--- config.mk ---
export PLATFORM = sky130hd
export DESIGN_NAME = mmio_timer
export DESIGN_NICKNAME = d
export VERILOG_FILES = /design/src/rtl/mmio_timer_pkg.sv /design/src/rtl/timer_prescaler.sv /design/src/rtl/mmio_timer.sv
export SDC_FILE = /design/constraint.sdc
export NUM_CORES = 1
export LEC_CHECK = 0
export ABC_AREA = 0
export BUFFER_PORTS_ARGS = -buffer_cell sky130_fd_sc_hd__buf_2
export CAP_MARGIN = 20
export CORE_ASPECT_RATIO = 0.5
export CORE_UTILIZATION = 30
export CTS_CLUSTER_DIAMETER = 30
export DETAILED_ROUTE_END_ITERATION = 8
export PLACE_DENSITY_LB_ADDON = 0.2
export RECOVER_POWER = 100
export SYNTH_ARGS = -nofsm -noshare
export SYNTH_HDL_FRONTEND = slang
export SYNTH_SLANG_ARGS = --single-unit
--- constraint.sdc ---
create_clock -name clk -period 3.8 [get_ports clk]
set_input_delay 0.76 -clock clk [delete_from_list [all_inputs] [get_ports clk]]
set_output_delay 0.76 -clock clk [all_outputs]
set_load 0.1 [all_outputs]
--- src/rtl/mmio_timer_pkg.sv ---
// Shared constants and types for the memory-mapped down-counting timer.
package mmio_timer_pkg;

  localparam logic [7:0] OFF_CTRL   = 8'h00;
  localparam logic [7:0] OFF_LOAD   = 8'h04;
  localparam logic [7:0] OFF_COUNT  = 8'h08;
  localparam logic [7:0] OFF_STATUS = 8'h0C;

  localparam int unsigned CTRL_EN_BIT         = 0;
  localparam int unsigned CTRL_AUTORELOAD_BIT = 1;
  localparam int unsigned CTRL_IRQ_EN_BIT     = 2;
  localparam int unsigned CTRL_PRESCALE_LSB   = 8;

  typedef enum logic {
    STOPPED = 1'b0,
    RUNNING = 1'b1
  } timer_state_t;

endpackage

--- src/rtl/timer_prescaler.sv ---
// Prescaler counter: counts 0..prescale while enabled and pulses tick on the terminal value.
module timer_prescaler #(
  parameter int unsigned PRESCALE_W = 8
) (
  input  logic                  clk_i,
  input  logic                  rst_i,
  input  logic                  en_i,
  input  logic                  clr_i,
  input  logic [PRESCALE_W-1:0] prescale_i,
  output logic                  tick_o
);

  logic [PRESCALE_W-1:0] cnt_q, cnt_d;

  assign tick_o = en_i && (cnt_q == prescale_i);

  // Free increment wraps at the field maximum if prescale_i drops below cnt_q.
  always_comb begin
    cnt_d = cnt_q;
    if (clr_i) begin
      cnt_d = '0;
    end else if (en_i) begin
      cnt_d = tick_o ? '0 : cnt_q + 1'b1;
    end
  end

  always_ff @(posedge clk_i or posedge rst_i) begin
    if (rst_i) begin
      cnt_q <= '0;
    end else begin
      cnt_q <= cnt_d;
    end
  end

endmodule

--- src/rtl/mmio_timer.sv ---
// Memory-mapped down-counting timer on the core's data bus: decode, registers, FSM, read mux.
module mmio_timer
  import mmio_timer_pkg::*;
#(
  parameter logic [31:0] BASE_ADDR  = 32'hFFFF_0000,
  parameter int unsigned PRESCALE_W = 8
) (
  input  logic        clk,
  input  logic        reset,
  input  logic [31:0] Addr,
  input  logic [31:0] WriteData,
  input  logic        MemWrite,
  output logic [31:0] ReadData,
  output logic        Sel,
  output logic        Irq
);

  timer_state_t          state_q, state_d;
  logic                  autoreload_q, autoreload_d;
  logic                  irq_en_q, irq_en_d;
  logic [PRESCALE_W-1:0] prescale_q, prescale_d;
  logic [31:0]           load_q, load_d;
  logic [31:0]           count_q, count_d;
  logic                  expired_q, expired_d;

  logic [7:0] offset;
  logic       wr;
  logic       wr_ctrl, wr_load, wr_count, wr_status;
  logic       running;
  logic       tick;
  logic       expiry;
  logic       presc_clr;

  assign Sel     = (Addr[31:8] == BASE_ADDR[31:8]);
  assign offset  = Addr[7:0] & 8'hFC;
  assign wr      = Sel & MemWrite;
  assign running = (state_q == RUNNING);

  assign wr_ctrl   = wr && (offset == OFF_CTRL);
  assign wr_load   = wr && (offset == OFF_LOAD);
  assign wr_count  = wr && (offset == OFF_COUNT);
  assign wr_status = wr && (offset == OFF_STATUS);

  // Prescaler restarts only on the STOPPED->RUNNING edge, not on CTRL rewrites while running.
  assign presc_clr = wr_ctrl && WriteData[CTRL_EN_BIT] && !running;

  timer_prescaler #(
    .PRESCALE_W(PRESCALE_W)
  ) u_prescaler (
    .clk_i     (clk),
    .rst_i     (reset),
    .en_i      (running),
    .clr_i     (presc_clr),
    .prescale_i(prescale_q),
    .tick_o    (tick)
  );

  // A COUNT write consumes the tick: no decrement and no expiry.
  assign expiry = tick && (count_q == 32'd0) && !wr_count;

  always_comb begin
    state_d      = state_q;
    autoreload_d = autoreload_q;
    irq_en_d     = irq_en_q;
    prescale_d   = prescale_q;
    load_d       = load_q;
    count_d      = count_q;
    expired_d    = expired_q;

    if (wr_ctrl) begin
      state_d      = WriteData[CTRL_EN_BIT] ? RUNNING : STOPPED;
      autoreload_d = WriteData[CTRL_AUTORELOAD_BIT];
      irq_en_d     = WriteData[CTRL_IRQ_EN_BIT];
      prescale_d   = WriteData[CTRL_PRESCALE_LSB +: PRESCALE_W];
    end else if (expiry && !autoreload_q) begin
      state_d = STOPPED;
    end

    if (wr_load) begin
      load_d = WriteData;
    end

    if (wr_count) begin
      count_d = WriteData;
    end else if (tick) begin
      if (count_q != 32'd0) begin
        count_d = count_q - 32'd1;
      end else if (autoreload_q) begin
        count_d = load_q;
      end
    end

    // Set beats a simultaneous write-one-to-clear.
    if (expiry) begin
      expired_d = 1'b1;
    end else if (wr_status && WriteData[0]) begin
      expired_d = 1'b0;
    end
  end

  always_ff @(posedge clk or posedge reset) begin
    if (reset) begin
      state_q      <= STOPPED;
      autoreload_q <= 1'b0;
      irq_en_q     <= 1'b0;
      prescale_q   <= '0;
      load_q       <= '0;
      count_q      <= '0;
      expired_q    <= 1'b0;
    end else begin
      state_q      <= state_d;
      autoreload_q <= autoreload_d;
      irq_en_q     <= irq_en_d;
      prescale_q   <= prescale_d;
      load_q       <= load_d;
      count_q      <= count_d;
      expired_q    <= expired_d;
    end
  end

  assign Irq = expired_q & irq_en_q;

  always_comb begin
    ReadData = '0;
    if (Sel) begin
      case (offset)
        OFF_CTRL: begin
          ReadData[CTRL_EN_BIT]                       = running;
          ReadData[CTRL_AUTORELOAD_BIT]               = autoreload_q;
          ReadData[CTRL_IRQ_EN_BIT]                   = irq_en_q;
          ReadData[CTRL_PRESCALE_LSB +: PRESCALE_W]   = prescale_q;
        end
        OFF_LOAD:   ReadData = load_q;
        OFF_COUNT:  ReadData = count_q;
        OFF_STATUS: ReadData[0] = expired_q;
        default:    ReadData = '0;
      endcase
    end
  end

endmodule

# Yosys cells after proc, flatten, opt, wreduce, memory -nomap -nowiden
# Index checks and enable logic that the tools add are counted.
word_totals:
  reg_bits: 84
  latchBits: 0
  ram_bits: 0
  romBits: 0
  input_bits: 67
  n_memories: 0
op_classes:
  add_sub_neg: 2
  n_mul: 0
  n_div: 0
  order_cmp: 0
  eq_ne: 5
  shifts: 0
  muxes: 18
  bitwise: 2
  reduce_logical: 23
op_table:
  columns: ["operator", "count"]
  rows:
  - ["32-bit two-way mux", 5]
  - ["32-bit zero test", 1]
  - ["16-bit case mux with 2 select lines", 1]
  - ["32-bit nonzero test", 1]
  - ["32-bit by 1-bit subtractor with 32-bit output (second input constant)", 1]
  - ["24-bit equality test (second input constant)", 1]
  - ["8-bit two-way mux", 3]
  - ["8-bit case mux with 3 select lines", 1]
  - ["6-bit by 2-bit equality test with 1-bit output (second input constant)", 2]
  - ["1-bit logical AND", 11]
  - ["5-bit case mux with 2 select lines", 1]
  - ["8-bit by 1-bit adder with 8-bit output (second input constant)", 1]
  - ["8-bit equality test", 1]
  - ["8-bit zero test", 1]
  - ["2-bit nonzero test", 4]
  - ["6-bit by 1-bit equality test with 1-bit output (second input constant)", 1]
  - ["2-bit case mux with 3 select lines", 1]
  - ["1-bit two-way mux", 5]
  - ["1-bit case mux with 4 select lines", 1]
  - ["1-bit zero test", 3]
  - ["3-bit nonzero test", 1]
  - ["1-bit bitwise AND", 2]
  - ["2-bit AND reduction", 1]

# Longest topological paths before layout
# Gate-level depths: netlist of run 1.
logic_depth:
  depth_word: 8
  depth_mapped: 9
  ltp_nobuf: 8

# Modules after synthesis
# From an unflattened synthesis of run 1, not the netlist that was laid out.
hier_totals:
  hier_cells: 570
  hier_area_um2: 5312.6
modules_own_cells:
  columns: ["mod", "n_inst", "cells_each", "area_each_um2", "seq_area_each_um2"]
  rows:
  - ["mmio_timer", 1, 519, 4804.6, 1901.8]
  - ["timer_prescaler", 1, 51, 508.0, 200.2]

# Least setup slack after synthesis of run 1
# No wires, ideal clock.
synth_timing:
  path_kind: "input to output"
  start: "in Addr[9]"
  end: "out ReadData[10]"
  t_arrival_ns: 3.801
  setup_slack_ns: -0.761
  path_stages: 7
  n_path_buf: 1
  cell_sequence: "or4_1 -> nor4_2 -> nand2_1 -> inv_2 -> nand2_1 -> clkbuf_1 -> nor2_1"
synth_between:
  elab_chain_cells: 2
synth_lines:
  columns: ["element", "line", "source"]
  rows:
  - ["start: declaration", "mmio_timer.sv:10", "input logic [31:0] Addr,"]
  - ["24-bit equality test", "mmio_timer.sv:34", "assign Sel = (Addr[31:8] == BASE_ADDR[31:8]);"]
  - ["net Sel", "mmio_timer.sv:14", "output logic Sel,"]
  - ["32-bit two-way mux", "mmio_timer.sv:125", "if (Sel) begin"]
  - ["end: declaration", "mmio_timer.sv:13", "output logic [31:0] ReadData,"]
# The timed path passes the listed nets, and every way through them passes these cells.

# Final worst setup path of run 1
layout_timing:
  start: "in Addr[9]"
  end: "out ReadData[15]"
layout_between:
  elab_chain_cells: 2
layout_lines:
  columns: ["element", "line"]
  rows:
  - ["24-bit equality test", "mmio_timer.sv:34"]
  - ["32-bit two-way mux", "mmio_timer.sv:125"]
# No other way between the ends.

==> results.txt, run 1 <==
The relative max-transition margin is -34.3%. The number of max-cap violations is 1. STA classifies the critical path endpoint as a primary output. The final critical-path required period came out at 3.59 ns. The first routing iteration left 389 violations. CTS placed an instance of clkbuf_16 at the clock tree root. The net count after synthesis came out at 667. The HPWL reported at the end of detailed placement came out at 12.1 mm. In this run the remaining antenna-violating nets after routing total 0. In this run, CTS created clock tree buffers numbering 9. Post-CTS timing repair inserted 0 buffers for setup. For this run, the share of the core covered by cells in the final layout is 37.8%.

The final count of pins violating max slew is 43. In this run the most critical hold path is launched from load_q[3]. The routed wire length per instance is 19.0 microns. The residual DRC count is 8.

Of all flip-flops after synthesis, the portion carrying an async set or reset was 100%. The global-route wire length before repair came out at 27.8 mm. The routing usage on met3 came out at 4.15%. The areal power density over the cells came out at 290 mW/mm^2.

met2 is the most crowded layer. The data arrival time of the worst path came out at 2.83 ns. The number of flip-flops and latches in the synthesized netlist came out at 84.

The total number of clock tree sinks is 84. Across the VDD grid, the largest voltage drop is 0.199 mV. Dividing the detail-routed via count by the number of cells gives 5.50. The length in cells of the worst reg-to-reg path came out at 7. The highest-delay cell along the critical path is or4_1. Yosys mapped a number of flops with a built-in enable equal to 0. The worst setup path is launched from an input pin. The first TritonRoute pass finished after 6 iterations.

The met1 layer usage reported by global route is 28.5%. The H-tree was split into 3 levels. The worst-margin pin slew came out at 2.00 ns. The setup slack of the critical path after layout is 0.214 ns.

The setup check on the worst reg-to-reg path leaves a slack of 0.50 ns. The starting density of the core came out at 31.0%. The delay of the slowest critical-path stage is 0.52 ns. The post-synthesis cell area came out at 0.00545 sq mm. Leaving out fill and tap cells, the most frequent cell in the layout is dfrtp_1. Along the worst path, the maximum fanout reaches 11. The die area came out at 0.0187 sq mm. At the worst endpoint, the required time is 3.04 ns. The area of the core region came out at 0.0176 sq mm. The post-route netlist has 28.6% of its cells at a drive strength greater than 1.

The count of boundary I/O pins came out at 101. The cell count after synthesis came out at 597. The TritonCTS clock tree is yes. The total congestion overflow came out at 0. The global routing met2 resource utilization came out at 28.8%. The number of diodes added for antenna fixing came out at 0. The routed via count came out at 5,080.

The leakage component of the power is 2.82 nW. The tightest min-delay check is of the flop to flop type. The maximum root-to-sink buffer count is 2. Measured along the x axis, the die boundary spans 193 microns. The insertion delay to the later sink of the worst-skew pair is 0.35 ns.

The final routed wirelength across all metal layers came out at 17.6 mm. Setup repair after global routing left no endpoint under its margin. During synthesis, Yosys emitted a total of 0 warnings. The count of hold-fix buffers inserted at cts is 0. The total count of hold-check failures in the final report came to 0. After the last flow step, the layout net total stands at 755. The final weighted congestion in routability-driven placement came out at 0.813. The final reports fail on DRC, capacitance limit, slew limit. The area growth from synthesis to layout is 21.8%.

The number of cells upsized or downsized after cts is 0. The final non-filler cell area is 0.00663 sq mm. Timing analysis after detailed placement gives a worst setup slack of 0.306 ns. For hold timing, the worst endpoint is load_q[3]. For this run, the top clock speed supported by timing is 279 MHz. The run finished, with violations left. In this run the tool buffered the top-level ports with 98 buffer cells. The count of buffer and inverter cells on the critical path is 4. The startpoint identified for the worst register-to-register timing path is count_q[9].

The total global-route track usage is 19.3%. In the layout the commonest cells are 84 x dfrtp_1, 64 x buf_2, 57 x nor2_1. The number of distinct standard cells referenced by the synthesized netlist came out at 62. Among the stages of the critical path, the cell type that occurs most often is nand2_1. By startpoint and endpoint, the worst setup path is classified as input pin to primary output. The part of the cycle the worst path needs is 94.4%. The endpoint identified for the worst register-to-register timing path is count_q[18].

The via count of the first global-routing pass came out at 4,824. Adding up every negative setup slack in the final design gives 0 ns. The tightest hold path in the finished design has a slack of 0.533 ns.

The most used flip-flop cell after synthesis is dfrtp_1. The top cell family by delay on the critical path is simple AND/OR/NAND/NOR gates. Entering global routing, the biggest net connects 44 pins. The placed standard-cell area is 0.00679 sq mm. The initial antenna violation count is 0. The number of rows created at floorplan came out at 34. Clock-pin slew was measured on the worst setup and hold paths at 0.06 ns. The maximum clock skew at final layout came out at 0.0114 ns. The critical path goes through buf_2 > or4_1 > nor4_2 > nand2_1 > inv_4 > nand2_1 > buf_4 > nor2_1 > buf_12. Counting instances, the worst hold path has a depth of 1.

The average footprint of a synthesized cell is 9.12 sq um. Setup violations remaining at the end of the flow were counted as 0. The die extent in y came out at 97.3 microns. The sequential area share after synthesis is 38.6%.
## state kept, by name, summed over array words and instances, names as in the netlist
name	cells
count_q	32
load_q	32
prescale_q	8
u_prescaler.cnt_q	8
autoreload_q	1
expired_q	1
irq_en_q	1
running	1
## Yosys cell counts, drive strengths merged, types with 2 or more instances
cell | n | area share [%]
nor4 | 18 | 3.0
nand3b | 5 | 0.69
a31oi | 17 | 2.0
a22o | 2 | 0.32
nor3 | 10 | 0.92
o31ai | 5 | 0.69
a21o | 2 | 0.28
or2 | 2 | 0.23
a21oi | 19 | 1.7
nor4b | 2 | 0.44
o21ai | 46 | 4.2
mux2i | 16 | 2.9
and2 | 19 | 2.2
nor2 | 67 | 4.6
nand2 | 42 | 2.9
nand4 | 10 | 1.1
a22oi | 25 | 3.4
xor2 | 7 | 1.1
nand4b | 3 | 0.48
a211o | 7 | 1.1
and4b | 2 | 0.37
dfrtp | 84 | 39
o2111ai | 2 | 0.64
mux2 | 43 | 8.9
o31a | 3 | 0.48
o211ai | 3 | 0.41
xnor2 | 26 | 4.2
a31o | 2 | 0.32
inv | 6 | 0.41
and4 | 4 | 0.64
nand2b | 2 | 0.23
and3 | 4 | 0.46
clkbuf | 27 | 1.9
or4 | 8 | 1.2
buf | 15 | 1.6
ha | 3 | 0.69
nand3 | 25 | 2.4
nor2b | 3 | 0.34
## worst max path at each step
stage	startpoint	to	slack [ns]	depth (start not counted)
final	Addr[9]	ReadData[15]	0.21	9
after global routing	Addr[9]	ReadData[15]	0.11	9
after CTS	Addr[9]	ReadData[0]	0.30	9
after detailed placement	Addr[9]	ReadData[0]	0.31	9
after global placement	Addr[9]	ReadData[0]	0.31	9
after floorplan	Addr[5]	ReadData[17]	-0.27	6
## cell families (layout without fill, tap and decap cells)
group / count (synthesis) / after routing / synth area share [%]
compound gates: 139 / 139 / 16.7
xor+xnor: 33 / 33 / 5.31
flops: 84 / 84 / 38.6
simple gates: 231 / 231 / 23.0
buf+inv: 48 / 141 / 3.88
mux: 59 / 59 / 11.8
fa+ha+maj: 3 / 3 / 0.689
## worst reg2reg max path: cells and delay by family (launching register included)
family          cells  cell delay [ns]
flops               1             0.45
buf+inv             1             0.51
compound gates      2             0.48
simple gates        4             1.74
## layout make-up
class	count	area [sq um]
fillers	1822	10900
repair buffers	119	722
clock buffers	10	239
well taps	234	293
inverters	6	26.3
flip-flops and latches	84	2100
clock inverters	6	70.1
multi-input cells	465	3180
## per-stage QoR
stage | power [W] | cells
final | 0.00192 | 924
after global routing | 0.00198 | 924
after CTS | 0.00193 | 924
after detailed placement | 0.00100 | 908
after global placement | 0.00100 | 908
after floorplan | 0.000942 | 597
## report_power, final
part | internal (W) | total (W) | switching (W)
clock | 0.000533 | 0.000941 | 0.000408
sequential | 0.000894 | 0.000894 | 0.000000000165
combinational | 0.0000319 | 0.0000862 | 0.0000544
total | 0.00146 | 0.00192 | 0.000462
## metal layers
| layer | up-vias | share of wire [%] |
|---|---|---|
| li1 | 2385 | - |
| met1 | 2545 | 49 |
| met2 | 135 | 45 |
| met3 | 15 | 5.3 |
| met4 | 0 | 0.83 |
| met5 | - | 0 |
No activity file was read; power rests on OpenSTA's default activity.
==> run 2: changes to the inputs <==
==> constraint.sdc (replaced) <==
create_clock -name clk -period 2.99 [get_ports clk]
set_input_delay 0.598 -clock clk [delete_from_list [all_inputs] [get_ports clk]]
set_output_delay 0.598 -clock clk [all_outputs]
set_load 0.1 [all_outputs]
==> results.txt, run 2 (synthesis gave the netlist of run 1 again) <==
The fraction of power consumed by sequential logic came out at 46.7%. Summed over all cells, the static leakage comes to 3.08 nW. The area of the core region is 0.0176 sq mm.

The relative area change from synthesis to final layout came out at 35.5%. The worst pin sits at a relative slew slack of -45.7%. During I/O placement, the number of pins put on the boundary was 101. The floorplan step defined a die boundary enclosing 0.0187 sq mm. The switching power of the nets is 0.000576 W. The maximum fanout count along the critical path came out at 11. Data on the critical path is required at its endpoint by 2.39 ns. The element type at the critical path start is an input pin. In this run the worst hold path is classified as input pin to flop.

The maximum clock rate came out at 350 MHz. On the worst path, the slowest cell contributes a delay of 0.53 ns. The maximum clock skew at final layout is 0.0112 ns. The final count of negative-setup-slack endpoints came out at 0.

By startpoint and endpoint, the worst setup path is classified as input pin to primary output. The smallest hold slack is 0.480 ns. Across the run, the number of max-cap violations was 1. The final count of pins violating max slew is 85. TritonCTS built the clock tree. The end-of-flow core utilization came out at 42.0%. The number of diodes added for antenna fixing came out at 0. The total congestion overflow is 0. The number of nets in the layout is 780.

The die boundary width is 193 microns. Input and output buffers added on the ports amount to 98. The number of levels the H-tree was split into is 3. The total iterations of the first detailed-routing run came out at 7. For this run, the total global-route usage over all layers was measured as 19.6%.

The critical path goes through buf_2 > or4_4 > nor4_4 > nand2_2 > inv_8 > nand2_4 > nor2_1 > buf_12. The total number of clock tree sinks came out at 84. The final reports fail on DRC, capacitance limit, slew limit.

Summing over every cut layer, the via total after detailed routing is 5,082. Clock tree synthesis selected as its root buffer the cell clkbuf_16. The worst-margin pin slew came out at 2.19 ns. The final critical-path required period came out at 2.86 ns. On the critical path, the stage with the largest delay is an instance of or4_4. The residual DRC count is 8.

The data arrival time of the worst path is 2.26 ns. Once detail routing completed, the nets flagged for antenna violations numbered 0. The HPWL reported at the end of detailed placement is 12.5 mm.

The final weighted congestion in routability-driven placement is 0.844. The clock-pin transition on the worst setup and hold timing paths is 0.06 ns. The share of layout cells above drive strength 1 is 35.1%. The die extent in y is 97.3 microns.

The post-CTS setup buffer count came out at 0. Counting along the longest clock path gives a buffer depth of 2. The first global-routing pass estimated 28.5 mm of wire. The library cell used most frequently in the layout, excluding fill and tap cells, is dfrtp_1. The proportion of power drawn by the clock network is 48.7%. The number of rows created at floorplan is 34. After detailed routing, the average wire length per cell comes to 18.4 microns.

The internal portion of the total power is 0.00186 W. The starting density of the core is 31.0%. The run finished, with violations left. The number of cells upsized or downsized after cts came out at 0.

The final routed wirelength across all metal layers is 17.5 mm. In the routed layout, each cell is associated on average with a via count of 5.36. The insertion delay to the later sink of the worst-skew pair is 0.35 ns. Setup repair after global routing left no endpoint under its margin.

After filler insertion, the fill cell instance count of the layout stands at 1,754. The initial antenna violation count is 0. The largest net degree at the start of global routing came out at 85. In this run, the number of DRC markers left after iteration 0 of detailed routing was 409. In the layout the commonest cells are 84 x dfrtp_1, 64 x buf_2, 45 x o21ai_0. IR analysis of the VDD net gives a maximum drop of 0.241 mV. The total count of hold-check failures in the final report is 0.

The switching portion of total power is 23.7%. For this design the ratio of total power to cell area is 330 mW/mm^2. The part of the cycle the worst path needs came out at 95.7%. In the final layout, the registers with the most flip-flops are count_q (32), load_q (32). The count of hold-fix buffers inserted at cts came out at 0.

The CTS buffer count is 9. The via count of the first global-routing pass came to 5,204. In this run, the combinational gates consume 4.6% of the power. The worst setup path is captured at a primary output.
-- run 2: cell types whose count changed in the layout (fill, tap and decap cells not counted), moves of 2 or more --
cell / before / now
nor2_1: 57 / 36
nor2_2: 1 / 18
nor4_1: 14 / 12
buf_12: 5 / 34
nor2_4: 9 / 13
buf_4: 15 / 35
clkbuf_2: 22 / 4
nand2_1: 42 / 40
nor4_4: 3 / 5
clkbuf_4: 8 / 2
-- run 2: path summary, 6_finish.rpt --
kind | start | to | slack (ns) | depth (start not counted)
worst max-delay path | Addr[9] | ReadData[0] | 0.13 | 8
worst min-delay path | WriteData[31] | count_q[31] | 0.48 | 3
worst max register to register | count_q[9] | count_q[22] | 0.22 | 8
worst min register to register | irq_en_q | irq_en_q | 0.53 | 1
max in group asynchronous | reset | count_q[16] | 0.65 | 3
min in group asynchronous | reset | count_q[10] | 1.06 | 3
-- run 2: metal layers --
layer  up-vias  routed length, microns  GRT usage, %
li1       2427                       -             -
met5         -                       0             0
met2       123                    7760          29.8
met1      2512                    8490          28.0
met4         0                     257          5.51
met3        20                     950          3.94
-- run 2: power groups by stage --
stage	logic, W	registers, W	clock network [W]
after CTS	0.000120	0.00114	0.00121
after global routing	0.000126	0.00114	0.00125
after detailed placement	0.000120	0.00116	0
final	0.000112	0.00114	0.00119
after floorplan	0.0000425	0.00116	0
after global placement	0.000118	0.00116	0
-- run 2: critical path: cells and delay by family --
family	cells	cell delay, ns
and+or+nand+nor	5	1.24
buffers and inverters	3	0.41
-- run 2: layout make-up --
type                    instances  area, sq um  share of cell area, %
clock buffers                  10          239                   3.24
inverters                       6         31.3                  0.424
multi-input cells             465         3320                   45.0
clock inverters                 6         71.3                  0.966
well taps                     234          293                   3.97
repair buffers                144         1330                   18.0
flip-flops and latches         84         2100                   28.5
-- run 2: per-stage QoR --
| stage | power, W | std cells | setup slack [ns] | TNS, ns | instance area (sq um) |
|---|---|---|---|---|---|
| floorplan | 0.00120 | 597 | -0.0844 | -0.844 | 5760 |
| global placement | 0.00128 | 933 | 0.121 | 0 | 7210 |
| detailed placement | 0.00128 | 933 | 0.103 | 0 | 7210 |
| CTS | 0.00246 | 949 | 0.0993 | 0 | 7520 |
| global route | 0.00251 | 949 | 0.0245 | 0 | 7380 |
| finish | 0.00243 | 949 | 0.129 | 0 | 7380 |
==> run 3: changes to the inputs <==
--- a/config.mk
+++ b/config.mk
@@ -10,6 +10,7 @@
 export CAP_MARGIN = 20
 export CORE_ASPECT_RATIO = 0.5
 export CORE_UTILIZATION = 30
+export CTS_BUF_LIST = sky130_fd_sc_hd__clkbuf_8
 export CTS_CLUSTER_DIAMETER = 30
 export DETAILED_ROUTE_END_ITERATION = 8
 export PLACE_DENSITY_LB_ADDON = 0.2
==> constraint.sdc (replaced) <==
create_clock -name clk -period 3 [get_ports clk]
set_input_delay 0.6 -clock clk [delete_from_list [all_inputs] [get_ports clk]]
set_output_delay 0.6 -clock clk [all_outputs]
set_load 0.1 [all_outputs]
==> results.txt, run 3 (synthesis gave the netlist of run 1 again) <==
The total count of hold-check failures in the final report is 0. In the final layout, the registers with the most flip-flops are count_q (32), load_q (32). The relative area change from synthesis to final layout came out at 33.8%. The final count of negative-setup-slack endpoints came out at 0. After detailed placement, the total cell area comes to 0.00720 sq mm. The via count normalized by instance count came out at 5.39. Timing would allow up to 350 MHz. The floorplan step defined a die boundary enclosing 0.0187 sq mm. The TritonCTS clock tree is yes. The starting density of the core came out at 31.0%.

In this run the worst path has a maximum fanout of 11. The routed via count is 5,108. The multi-input logic area is 0.00335 sq mm. Routability-driven placement finished with a final weighted congestion of 0.819. The number of max-cap violations came out at 1. Excluding fillers, the count of instances in the completed layout stands at 947. The count of boundary I/O pins is 101. The final reports fail on DRC, capacitance limit, slew limit. Before CTS, the worst setup slack after placement is 0.118 ns. The total congestion overflow is 0. The die extent in y came out at 97.3 microns.

The tree is rooted in a clkbuf_8. The delay of the slowest critical-path stage came out at 0.53 ns. The final count of pins violating max slew is 85.

The number of design-rule violations left by the first detailed-router iteration came out at 482. The maximum root-to-sink buffer count is 2. The HPWL reported at the end of detailed placement is 12.4 mm. The final non-filler cell area is 0.00729 sq mm. The die boundary width is 193 microns. Wires add up to 17.2 mm. After clock tree synthesis, the repair step resized 0 gates. STA puts the critical path data required time at 2.40 ns.

The leakage component of the power is 3.03 nW. The number of antenna diodes in the final layout is 0. The critical path depth in cells is 7. Walking the worst path, the cells encountered are buf_2 > or4_4 > nor4_4 > nand2_2 > clkbuf_4 > nor2_2 > buf_12. In this run the tool buffered the top-level ports with 98 buffer cells. The worst setup path is launched from an input pin. The placed instance count is 931. The maximum VDD drop came out at 0.191 mV. The core region is 0.0176 sq mm.

Setup repair after global routing left no endpoint under its margin. The relative max-transition margin is -44.0%. Setup total negative slack on the finished layout was measured at 0 ns. In the layout the commonest cells are 84 x dfrtp_1, 64 x buf_2, 45 x o21ai_0. The endpoint class of the critical path is a primary output. The type of the setup path with the least slack is input pin to primary output. Across the routed clock network, the largest skew measured is 0.0227 ns. Dividing the final minimum period by the clock period gives 95.1%.

After clock tree synthesis, the setup repair step added 0 buffers. The routed wire length per instance came out at 18.1 microns. For the worst-skew pair, the clock arrives at the later sink with an insertion delay of 0.38 ns. In this run the worst hold path is classified as input pin to flop. The total iterations of the first detailed-routing run is 7. The initial antenna violation count is 0. The residual DRC count came out at 8. Together, buffers and inverters on the worst path number 3. Among cell families on the critical path, the largest total delay comes from simple AND/OR/NAND/NOR gates.

The cell depth of the worst min-delay path is 3. The worst register-to-register path has a depth of 8. The global-route wire length before repair is 27.8 mm. The share of layout cells above drive strength 1 came out at 34.8%. In this run, post-CTS hold repair placed 0 buffers. The setup slack of the critical path after layout came out at 0.146 ns.

The flow ran to the end, but the final reports show violations. The end-of-flow core utilization came out at 41.5%. Registers take 0.00210 sq mm. The number of filler instances in the final layout is 1,740. The CTS buffer count came out at 9.

The number of rows created at floorplan came out at 34. The clock-pin transition on the worst setup and hold timing paths came out at 0.10 ns. For the worst setup path, the data arrival time is 2.25 ns. For the pin with the worst max-slew slack, the measured transition is 2.16 ns. Counting every sink on the clock net gives 84. The via count of the first global-routing pass is 5,158.

The final critical-path required period came out at 2.85 ns. The largest net degree at the start of global routing is 85. The library cell used most frequently in the layout, excluding fill and tap cells, is dfrtp_1. The slowest stage of the critical path belongs to the cell or4_4. The number of nets in the layout is 778. The number of routed nets with antenna violations came out at 0.

The areal power density over the cells is 294 mW/mm^2. The total global-route track usage came out at 19.1%. CTS built an H-tree with a depth of 3.
-- run 3: cell types whose count changed in the layout (fill, tap and decap cells not counted), moves of 5 or more --
cell / delta
nor2_2: -5
clkbuf_8: +8
clkbuf_16: -9
nor2_4: +6
-- run 3: area by class of cell --
cell class,count,share of cell area (%)
Timing Repair Buffer,142,17.9
Sequential cell,84,28.9
Clock inverter,7,1.20
Multi-Input combinational cell,465,45.9
Inverter,6,0.429
Clock buffer,9,1.70
Tap cell,234,4.02
-- run 3: metrics by stage --
stage	hold WS, ns	total power (W)
after floorplan	0.484	0.00120
after global placement	0.513	0.00127
after detailed placement	0.518	0.00127
after CTS	0.311	0.00218
after global routing	0.447	0.00224
final	0.455	0.00214
-- run 3: path summary, 6_finish.rpt --
| kind | slack, ns | endpoint | startpoint |
|---|---|---|---|
| max | 0.15 | ReadData[31] | Addr[9] |
| min | 0.46 | count_q[25] | WriteData[25] |
| max reg2reg | 0.22 | count_q[20] | count_q[5] |
| min reg2reg | 0.54 | irq_en_q | irq_en_q |
| max in group asynchronous | 0.72 | load_q[4] | reset |
| min in group asynchronous | 0.99 | load_q[14] | reset |
-- run 3: tightest hold or removal path: stages --
cell and delay (ns):
buf_2 0.09, nand2_1 0.04, nand3_1 0.07
-- run 3: metal layers --
metal  global-route usage, %  up-vias  routed length [microns]
met4                    4.85        0                      159
met1                    26.9     2528                     8210
met2                    29.6      146                     7850
met5                       0        -                        0
li1                        -     2421                        -
met3                    4.19       13                      976
-- run 3: where the power goes --
group | internal, W | switching (W)
clock | 0.000409 | 0.000489
sequential | 0.00113 | 0.000000000203
combinational | 0.0000431 | 0.0000691
total | 0.00158 | 0.000558
